[config.mk]
export PLATFORM = sky130hd
export DESIGN_NAME = mips_mc_ctrl_flat
export DESIGN_NICKNAME = d
export VERILOG_FILES = /design/src/rtl/mips_ctrl_pkg.sv /design/src/rtl/mips_mc_ctrl_if.sv /design/src/rtl/mips_ctrl_outdec.sv /design/src/rtl/mips_mc_ctrl.sv /design/src/flat_wrapper.sv
export SDC_FILE = /design/constraint.sdc
export NUM_CORES = 1
export LEC_CHECK = 0
export BUFFER_PORTS_ARGS = -buffer_cell sky130_fd_sc_hd__buf_2
export CAP_MARGIN = 10
export CORE_MARGIN = 3
export CORE_UTILIZATION = 53
export CTS_BUF_LIST = sky130_fd_sc_hd__clkbuf_16
export CTS_CLUSTER_DIAMETER = 60
export DETAILED_ROUTE_END_ITERATION = 7
export GPL_TIMING_DRIVEN = 0
export HOLD_SLACK_MARGIN = 0.1
export PLACE_DENSITY = 0.8
export SETUP_SLACK_MARGIN = 0.15
export SYNTH_ARGS = -nofsm -noshare
export SYNTH_HDL_FRONTEND = slang
export SYNTH_SLANG_ARGS = --single-unit
[constraint.sdc]
create_clock -name clk -period 2.88 [get_ports clk]
set_clock_uncertainty 0.05 [all_clocks]
set_input_delay 0.864 -clock clk [delete_from_list [all_inputs] [get_ports clk]]
set_output_delay 0.864 -clock clk [all_outputs]
set_load 0.02 [all_outputs]
[src/rtl/mips_ctrl_pkg.sv]
// Shared types and encodings for the multi-cycle MIPS control unit:
// FSM states, opcode values, datapath mux selects and the control word.
package mips_ctrl_pkg;

  typedef enum logic [3:0] {
    S_FETCH,
    S_DECODE,
    S_MEM_ADR,
    S_MEM_RD,
    S_MEM_WB,
    S_MEM_WR,
    S_RTYPE_EX,
    S_RTYPE_WB,
    S_BEQ,
    S_ADDI_EX,
    S_ADDI_WB,
    S_JMP
  } state_t;

  localparam logic [5:0] OP_RTYPE = 6'b000000;
  localparam logic [5:0] OP_LW    = 6'b100011;
  localparam logic [5:0] OP_SW    = 6'b101011;
  localparam logic [5:0] OP_BEQ   = 6'b000100;
  localparam logic [5:0] OP_ADDI  = 6'b001000;
  localparam logic [5:0] OP_J     = 6'b000010;

  localparam logic [1:0] ALU_ADD   = 2'b00;
  localparam logic [1:0] ALU_SUB   = 2'b01;
  localparam logic [1:0] ALU_FUNCT = 2'b10;

  localparam logic [1:0] SRCB_B      = 2'b00;
  localparam logic [1:0] SRCB_FOUR   = 2'b01;
  localparam logic [1:0] SRCB_IMM    = 2'b10;
  localparam logic [1:0] SRCB_IMM_SH = 2'b11;

  localparam logic [1:0] PCSRC_ALU    = 2'b00;
  localparam logic [1:0] PCSRC_ALUOUT = 2'b01;
  localparam logic [1:0] PCSRC_JUMP   = 2'b10;

  // ir_write and pc_write are requests; in a memory state they only take
  // effect in the cycle the access completes.
  typedef struct packed {
    logic       mem_req;
    logic       iord;
    logic       mem_write;
    logic       ir_write;
    logic       reg_dst;
    logic       mem_to_reg;
    logic       reg_write;
    logic       alu_src_a;
    logic [1:0] alu_src_b;
    logic [1:0] alu_op;
    logic [1:0] pc_src;
    logic       branch;
    logic       jump;
    logic       pc_write;
  } ctrl_t;

  function automatic logic op_known(input logic [5:0] op);
    return (op == OP_RTYPE) || (op == OP_LW) || (op == OP_SW) ||
           (op == OP_BEQ) || (op == OP_ADDI) || (op == OP_J);
  endfunction

endpackage

[src/rtl/mips_mc_ctrl_if.sv]
// Shared instruction/data memory handshake. mem_req, IorD and MemWrite are
// held stable until mem_ready is seen high in the same cycle as mem_req.
interface mips_mc_ctrl_if;
  logic mem_req;
  logic IorD;
  logic MemWrite;
  logic mem_ready;

  modport master (output mem_req, output IorD, output MemWrite, input mem_ready);
  modport slave  (input mem_req, input IorD, input MemWrite, output mem_ready);
endinterface

[src/rtl/mips_ctrl_outdec.sv]
// Moore output decoder: maps the current FSM state to the datapath control
// word. Purely combinational; gating by reset and mem_ready is done upstream.
module mips_ctrl_outdec
  import mips_ctrl_pkg::*;
(
  input  state_t state,
  output ctrl_t  ctrl
);

  always_comb begin
    ctrl = '0;
    case (state)
      S_FETCH: begin
        ctrl.mem_req   = 1'b1;
        ctrl.ir_write  = 1'b1;
        ctrl.alu_src_b = SRCB_FOUR;
        ctrl.alu_op    = ALU_ADD;
        ctrl.pc_src    = PCSRC_ALU;
        ctrl.pc_write  = 1'b1;
      end
      // Speculatively compute the branch target into ALUOut.
      S_DECODE: begin
        ctrl.alu_src_b = SRCB_IMM_SH;
        ctrl.alu_op    = ALU_ADD;
      end
      S_MEM_ADR: begin
        ctrl.alu_src_a = 1'b1;
        ctrl.alu_src_b = SRCB_IMM;
        ctrl.alu_op    = ALU_ADD;
      end
      S_MEM_RD: begin
        ctrl.mem_req = 1'b1;
        ctrl.iord    = 1'b1;
      end
      S_MEM_WB: begin
        ctrl.reg_write  = 1'b1;
        ctrl.mem_to_reg = 1'b1;
      end
      S_MEM_WR: begin
        ctrl.mem_req   = 1'b1;
        ctrl.iord      = 1'b1;
        ctrl.mem_write = 1'b1;
      end
      S_RTYPE_EX: begin
        ctrl.alu_src_a = 1'b1;
        ctrl.alu_src_b = SRCB_B;
        ctrl.alu_op    = ALU_FUNCT;
      end
      S_RTYPE_WB: begin
        ctrl.reg_write = 1'b1;
        ctrl.reg_dst   = 1'b1;
      end
      S_BEQ: begin
        ctrl.alu_src_a = 1'b1;
        ctrl.alu_src_b = SRCB_B;
        ctrl.alu_op    = ALU_SUB;
        ctrl.pc_src    = PCSRC_ALUOUT;
        ctrl.branch    = 1'b1;
      end
      S_ADDI_EX: begin
        ctrl.alu_src_a = 1'b1;
        ctrl.alu_src_b = SRCB_IMM;
        ctrl.alu_op    = ALU_ADD;
      end
      S_ADDI_WB: begin
        ctrl.reg_write = 1'b1;
      end
      S_JMP: begin
        ctrl.pc_src   = PCSRC_JUMP;
        ctrl.jump     = 1'b1;
        ctrl.pc_write = 1'b1;
      end
      default: ;
    endcase
  end

endmodule

[src/rtl/mips_mc_ctrl.sv]
// Multi-cycle MIPS control unit: state register, next-state logic, reset
// gating of all outputs, PC write enable and the retired-instruction counter.
module mips_mc_ctrl
  import mips_ctrl_pkg::*;
#(
  parameter int RET_CNT_W = 32,
  parameter int OP_W      = 6
) (
  input  logic                 clk,
  input  logic                 reset,
  input  logic [OP_W-1:0]      opcode,
  input  logic                 zero,
  mips_mc_ctrl_if.master       mem,
  output logic                 IRWrite,
  output logic                 RegDst,
  output logic                 MemToReg,
  output logic                 RegWrite,
  output logic                 AluSrcA,
  output logic [1:0]           AluSrcB,
  output logic [1:0]           AluOp,
  output logic [1:0]           PCSrc,
  output logic                 Branch,
  output logic                 Jump,
  output logic                 pc_en,
  output logic                 illegal_op,
  output logic [RET_CNT_W-1:0] retired,
  output state_t               state_dbg
);

  state_t state, state_next;
  ctrl_t  ctrl_raw, ctrl;
  logic   retire;
  logic [RET_CNT_W-1:0] ret_q;

  always_ff @(posedge clk) begin
    if (reset) state <= S_FETCH;
    else       state <= state_next;
  end

  always_comb begin
    state_next = state;
    case (state)
      S_FETCH:   if (mem.mem_ready) state_next = S_DECODE;
      S_DECODE: begin
        case (opcode)
          OP_RTYPE:     state_next = S_RTYPE_EX;
          OP_LW, OP_SW: state_next = S_MEM_ADR;
          OP_BEQ:       state_next = S_BEQ;
          OP_ADDI:      state_next = S_ADDI_EX;
          OP_J:         state_next = S_JMP;
          default:      state_next = S_FETCH;
        endcase
      end
      S_MEM_ADR:  state_next = (opcode == OP_SW) ? S_MEM_WR : S_MEM_RD;
      S_MEM_RD:   if (mem.mem_ready) state_next = S_MEM_WB;
      S_MEM_WR:   if (mem.mem_ready) state_next = S_FETCH;
      S_RTYPE_EX: state_next = S_RTYPE_WB;
      S_ADDI_EX:  state_next = S_ADDI_WB;
      default:    state_next = S_FETCH;
    endcase
  end

  mips_ctrl_outdec u_outdec (
    .state (state),
    .ctrl  (ctrl_raw)
  );

  assign ctrl = reset ? '0 : ctrl_raw;

  // A store retires in the cycle its memory write is accepted.
  always_comb begin
    retire = 1'b0;
    case (state)
      S_MEM_WB, S_RTYPE_WB, S_BEQ, S_ADDI_WB, S_JMP: retire = 1'b1;
      S_MEM_WR: retire = mem.mem_ready;
      default:  retire = 1'b0;
    endcase
  end

  always_ff @(posedge clk) begin
    if (reset)       ret_q <= '0;
    else if (retire) ret_q <= ret_q + RET_CNT_W'(1);
  end

  assign mem.mem_req  = ctrl.mem_req;
  assign mem.IorD     = ctrl.iord;
  assign mem.MemWrite = ctrl.mem_write;
  assign IRWrite      = ctrl.ir_write & mem.mem_ready;
  assign RegDst       = ctrl.reg_dst;
  assign MemToReg     = ctrl.mem_to_reg;
  assign RegWrite     = ctrl.reg_write;
  assign AluSrcA      = ctrl.alu_src_a;
  assign AluSrcB      = ctrl.alu_src_b;
  assign AluOp        = ctrl.alu_op;
  assign PCSrc        = ctrl.pc_src;
  assign Branch       = ctrl.branch;
  assign Jump         = ctrl.jump;
  assign pc_en        = (ctrl.pc_write & (~ctrl.mem_req | mem.mem_ready)) |
                        (ctrl.branch & zero);
  assign illegal_op   = ~reset && (state == S_DECODE) && !op_known(6'(opcode));
  assign retired      = reset ? '0 : ret_q;
  assign state_dbg    = reset ? S_FETCH : state;

endmodule

[src/flat_wrapper.sv]
// flat-port wrapper written by rule: the top's interface ports become plain ports
module mips_mc_ctrl_flat import mips_ctrl_pkg::*;
#(
  parameter int RET_CNT_W = 32,
  parameter int OP_W      = 6
)
  (clk, reset, opcode, zero, IRWrite, RegDst, MemToReg, RegWrite, AluSrcA, AluSrcB, AluOp, PCSrc, Branch, Jump, pc_en, illegal_op, retired, state_dbg, mem_mem_req, mem_IorD, mem_MemWrite, mem_mem_ready);
  mips_mc_ctrl_if mem_i ();
  input  logic clk;
  input  logic reset;
  input  logic [OP_W-1:0] opcode;
  input  logic zero;
  output logic IRWrite;
  output logic RegDst;
  output logic MemToReg;
  output logic RegWrite;
  output logic AluSrcA;
  output logic [1:0] AluSrcB;
  output logic [1:0] AluOp;
  output logic [1:0] PCSrc;
  output logic Branch;
  output logic Jump;
  output logic pc_en;
  output logic illegal_op;
  output logic [RET_CNT_W-1:0] retired;
  output state_t state_dbg;
  output wire logic [$bits(mem_i.mem_req)-1:0] mem_mem_req;
  output wire logic [$bits(mem_i.IorD)-1:0] mem_IorD;
  output wire logic [$bits(mem_i.MemWrite)-1:0] mem_MemWrite;
  input wire logic [$bits(mem_i.mem_ready)-1:0] mem_mem_ready;
  assign mem_mem_req = mem_i.mem_req;
  assign mem_IorD = mem_i.IorD;
  assign mem_MemWrite = mem_i.MemWrite;
  assign mem_i.mem_ready = mem_mem_ready;
  mips_mc_ctrl #(.RET_CNT_W(RET_CNT_W), .OP_W(OP_W)) u_core (.clk(clk), .reset(reset), .opcode(opcode), .zero(zero), .mem(mem_i), .IRWrite(IRWrite), .RegDst(RegDst), .MemToReg(MemToReg), .RegWrite(RegWrite), .AluSrcA(AluSrcA), .AluSrcB(AluSrcB), .AluOp(AluOp), .PCSrc(PCSrc), .Branch(Branch), .Jump(Jump), .pc_en(pc_en), .illegal_op(illegal_op), .retired(retired), .state_dbg(state_dbg));
endmodule
==> run metrics, run 1 <==
outcome complete, no violations; Clock Pin Slew Worst Setup and Hold Paths 0.05 ns; Crit path largest cell delay 0.54 ns; dpl hpwl 4.72 mm; first-pass GRT wire length 11.1 mm; Ports 64; CP Launch Type input port; Hold WS 0.455 ns; max frequency 354 MHz; hold-fix buffers at CTS 0; fin crit share 0.981; Yosys cell types 44; final hold vios 0; Die W 73.1 microns; Area Growth Syn to Fin 32.4%; Top FF cell, synth dfxtp_1; grt ovf 0; Antenna Nets Post-Route 0; Rel. slew slack 0.659; largest net degree at the start of global routing 12; number of enable flip-flop cells after synthesis 0; post-place setup slack -0.484 ns; Synthesized Nets 314; asr flop ratio synth 0; count of non-filler cells in the finished layout 434; Final setup viols 0; Total Wirelength 6.82 mm; layout cells sized above 1 0.359; clk buf depth 2; family with the most delay on the worst path simple AND/OR/NAND/NOR gates; Site Rows 23; Final min period 2.83 ns; IO Port Bufs 63; drc violations 0; number of buffers created by CTS 5; Netlist Area Pre-Place 2380 sq um; core area 4170 sq um; Clock Sinks 36; number of global-route vias before repair 2369; Power Dens Cells 385 nW/um^2; worst slew pin tran 0.511 ns; Max IR drop VDD 0.000350 V; most frequent cells in the layout buf_2 (59), nor2_1 (38), dfxtp_1 (36), nor2b_1 (33), buf_4 (19); H-tree depth 2; Buffers & Inverters on Critical Path 2; Hold/Removal Path Class flip-flop to flip-flop; most common cell after layout, fill and taps aside buf_2; CP max-delay cell or4_4; n_diodes 0; unrepaired setup endpoints after global routing yes; initial antenna violation count 0; Req. time, crit path 1.97 ns; Initial DRT Pass Iterations 4; routed vias 2547; TritonCTS clock tree done; DR iter-0 viols 203; Pleak 1.39 nW; Yosys Warn Count 0; total global routing track utilization 0.263; Core Util, Final 0.757; Final Max Tran Viols 0; Post-Syn Area per Cell 7.87 sq um; critical path fanouts, max 2; Layout Nets 394; Fillers 302; Clk Latency, worst-skew pair 0.28 ns; max-cap check violation count 0; worst-path cell chain buf_6 -> or4_4 -> nor3_4 -> a2111oi_2 -> buf_2; Placer Congestion 0.885; DIE HEIGHT 73.1 microns; fin worst setup slack 0.0545 ns; post-DR vias/cell 5.87; Gate Count Post-Synth 303; kind of critical path input port to output pin; clock root buffer clkbuf_16; routed length per instance 15.7 microns; Worst setup EP type output pin; Critical Path AT 1.91 ns; initial core utilization 0.571; DIE AREA 5340 sq um; placed insts 416; flop and latch count out of synthesis 36; setup TNS 0 ns; Seq/Total Area, Yosys 0.302
cell usage after synthesis (5+ instances only):
library cell / n / area (sq um)
nor2_1: 41 / 154
dfxtp_1: 36 / 721
nor2b_1: 35 / 219
nor4_1: 18 / 113
nand2_1: 16 / 60.1
mux2_2: 15 / 169
nor3_1: 15 / 75.1
a21oi_1: 12 / 60.1
clkbuf_1: 11 / 41.3
nand3_1: 10 / 50.1
mux2_4: 9 / 135
and3_1: 7 / 43.8
nand4_1: 7 / 43.8
and4_1: 6 / 52.6
inv_1: 6 / 22.5
o21ai_0: 6 / 30.0
buf_2: 5 / 25.0
nand2b_1: 5 / 31.3
cells by family (layout without fill, tap and decap cells):
logic type | count (synthesis) | in the layout | synth area share
simple gates | 176 | 176 | 0.403
flops | 36 | 36 | 0.302
compound gates | 33 | 33 | 0.0866
buf+inv | 28 | 109 | 0.0562
mux | 25 | 25 | 0.132
xor+xnor | 4 | 4 | 0.0147
fa+ha+maj | 1 | 1 | 0.00525
stage by stage:
step / power, mW / cell area, sq um
CTS: 1.21 / 3100
global route: 1.26 / 3160
detailed placement: 0.600 / 2780
floorplan: 0.568 / 2400
global placement: 0.598 / 2780
finish: 1.21 / 3160
layout make-up:
type | count | area, sq um | share of cell area
Multi-Input combinational cell | 239 | 1610 | 0.509
Sequential cell | 36 | 721 | 0.228
Timing Repair Buffer | 73 | 420 | 0.133
Buffer | 21 | 153 | 0.0484
Clock buffer | 5 | 125 | 0.0396
Tap cell | 50 | 62.6 | 0.0198
Clock inverter | 3 | 38.8 | 0.0123
Inverter | 7 | 30.0 | 0.00951
flip-flops by register name, indices dropped and copies added (netlist names):
| register | flops |
|---|---|
| u_core.state | 4 |
| u_core.ret_q | 32 |
worst register-to-register path, stage by stage, from the launching register on:
cell and delay (ns):
dfxtp_1 0.35, buf_2 0.25, nor2b_1 0.27, a32oi_1 0.10
buf_2 0.21, nor4_1 0.38, mux2_2 0.37
layer usage:
metal,track usage,up-vias,share of wire
met4,0.0861,0,0.018
li1,-,1254,-
met1,0.338,1201,0.43
met5,0,-,0
met3,0.0785,14,0.065
met2,0.420,78,0.48
worst paths after layout:
| path | from | endpoint | slack [ns] | depth (start not counted) |
|---|---|---|---|---|
| setup / recovery | opcode[4] | illegal_op | 0.05 | 5 |
| hold reg to reg | u_core.ret_q[8] | u_core.ret_q[8] | 0.45 | 2 |
| hold / removal | u_core.ret_q[8] | u_core.ret_q[8] | 0.45 | 2 |
| setup reg to reg | u_core.state[3] | u_core.ret_q[26] | 0.77 | 6 |
repair_timing:
item,CTS,global route
endpoints found under the setup margin,24,18
pin swaps,3,2
gates resized for setup,24,21
buffers inserted,10,0
report_power, final:
part | internal, mW | switching [mW] | leakage (nW)
registers | 0.500 | 0.00233 | 0.290
logic | 0.0408 | 0.0647 | 1.02
clock network | 0.403 | 0.204 | 0.0850
total | 0.944 | 0.271 | 1.39
Power figures use the tool's default switching activity.
==> run 2, diff against run 1 <==
==> constraint.sdc (replaced) <==
create_clock -name clk -period 2.88 [get_ports clk]
set_clock_uncertainty 0.05 [all_clocks]
set_input_delay 0.144 -clock clk [delete_from_list [all_inputs] [get_ports clk]]
set_output_delay 0.144 -clock clk [all_outputs]
set_load 0.02 [all_outputs]
==> run metrics, run 2 (same netlist as run 1, synthesis figures left out) <==
Hold/Removal Path Class input port to flip-flop; Die W 73.1 microns (unchanged); Initial DRT Pass Iterations 4 (unchanged); routed length per instance 14.9 microns (-5.3%); kind of critical path flip-flop to output pin; initial core utilization 0.571 (unchanged); Cell Int Power 0.939 mW (-0.45%); Biggest register u_core.ret_q; postcts setup bufs 0 (-10); grt ovf 0 (unchanged); total global routing track utilization 0.238 (-0.0246); placed inst area 2760 sq um (-0.68%); Ports 64 (unchanged); DIE AREA 5340 sq um (unchanged); Worst setup EP type output pin; post-route cell area 2930 sq um (-7.1%); Antenna Nets Post-Route 0 (unchanged); count of non-filler cells in the finished layout 424 (-2.3%); dpl hpwl 4.54 mm (-3.8%); layout cells sized above 1 0.283 (-0.0760); Design Power 1.22 mW (+0.32%); n_diodes 0 (unchanged); Final Max Tran Viols 0 (unchanged); CP Launch Type flip-flop; fin worst setup slack 0.715 ns (+0.660 ns); Power Dens Cells 415 nW/um^2 (+8.0%); first-pass GRT wire length 10.1 mm (-9.1%); Core Util, Final 0.703 (-0.0537); number of global-route vias before repair 2246 (-5.2%); switching portion of total power 0.229 (+0.00593); hold-fix buffers at CTS 0 (unchanged); Reg power frac 0.411 (-0.002); setup TNS 0 ns (unchanged); Multi-input gate area 1530 sq um (-4.8%); Final setup viols 0 (unchanged); Hold WS 0.155 ns (-0.300 ns); worst slew pin tran 0.523 ns (+0.0125 ns); DIE HEIGHT 73.1 microns (unchanged); post_cts resized 0 (-100%); post-place setup slack 0.771 ns (+1.26 ns); Clock Power Share 0.518 (+0.018); Rel. slew slack 0.651 (-0.00834); Site Rows 23 (unchanged); Comb power frac 0.071 (-0.016); post-DR vias/cell 5.85 (-0.37%); Critical Path AT 1.97 ns (+0.06 ns); initial antenna violation count 0 (unchanged); largest net degree at the start of global routing 14 (+2); Fillers 338 (+12%); Pleak 1.28 nW (-8.4%); most frequent cells in the layout buf_2 (68), nor2_1 (41), dfxtp_1 (36), nor2b_1 (35), nor4_1 (18); final hold vios 0 (unchanged); Area Growth Syn to Fin 23.0%; placed insts 416 (unchanged); Final min period 2.17 ns (-0.660 ns); Seq. cell area 721 sq um (unchanged); TritonCTS clock tree done; Req. time, crit path 2.69 ns (+0.72 ns); Total Wirelength 6.31 mm (-7.5%); max frequency 462 MHz (+30%); outcome complete, no violations; clk buf depth 2 (unchanged); DR iter-0 viols 229 (+13%); IO Port Bufs 63 (unchanged); drc violations 0 (unchanged); Psw 0.279 mW (+3.0%); flip-flop count of the largest register after layout 32 (unchanged); max-cap check violation count 0 (unchanged); Placer Congestion 0.917 (+3.6%); clock root buffer clkbuf_16; Clock Pin Slew Worst Setup and Hold Paths 0.06 ns (about the same); Layout Nets 384 (-2.5%); critical path fanouts, max 10 (+8); Clock Sinks 36 (unchanged); fin crit share 0.752 (-0.229); Clk Latency, worst-skew pair 0.28 ns (about the same); number of buffers created by CTS 5 (unchanged); Max IR drop VDD 0.000280 V (-20%); H-tree depth 2 (unchanged); most common cell after layout, fill and taps aside buf_2; core area 4170 sq um (unchanged); routed vias 2479 (-2.7%); Top Registers u_core.ret_q: 32 flops, u_core.state: 4 flops; unrepaired setup endpoints after global routing no
==> run 2: changes by cell type in the layout (fill, tap and decap cells not counted), sizes merged <==
cell	delta
buf	-10
==> run 2: path summary, 6_finish.rpt <==
| path | slack, ns | start | to | cells after the start |
|---|---|---|---|---|
| max | 0.71 | u_core.state[1] | illegal_op | 5 |
| min | 0.16 | opcode[4] | u_core.state[3] | 3 |
| max reg2reg | 0.78 | u_core.state[3] | u_core.ret_q[30] | 6 |
| min reg2reg | 0.45 | u_core.ret_q[8] | u_core.ret_q[8] | 2 |
==> run 2: area by class of cell <==
cell class | instances | share of cell area
Clock inverter | 3 | 0.0158
Multi-Input combinational cell | 239 | 0.521
Buffer | 21 | 0.0367
Tap cell | 50 | 0.0213
Timing Repair Buffer | 63 | 0.108
Clock buffer | 5 | 0.0427
Inverter | 7 | 0.00896
Sequential cell | 36 | 0.246
==> run 2: metal layers <==
| layer | vias up | track usage | part of all wire | wire (microns) |
|---|---|---|---|---|
| met1 | 1158 | 0.310 | 0.45 | 2840 |
| met4 | 0 | 0.0963 | 0.012 | 74 |
| met2 | 81 | 0.378 | 0.48 | 3000 |
| met3 | 6 | 0.0551 | 0.063 | 395 |
| met5 | - | 0 | 0 | 0 |
| li1 | 1234 | - | - | - |
==> run 2: power by group through the flow <==
stage	Combinational, mW	Sequential [mW]	Clock [mW]
final	0.0863	0.501	0.631
after global placement	0.0836	0.512	0
after CTS	0.0859	0.501	0.639
after global routing	0.0946	0.501	0.663
after detailed placement	0.0855	0.512	0
after floorplan	0.0551	0.512	0
==> run 2: worst max-delay path, cell delays in order, from the launching register on <==
cell and delay (ns):
dfxtp_1 0.34, clkbuf_1 0.23, nor2b_1 0.32, nand2_1 0.17
a2111oi_0 0.39, buf_2 0.24
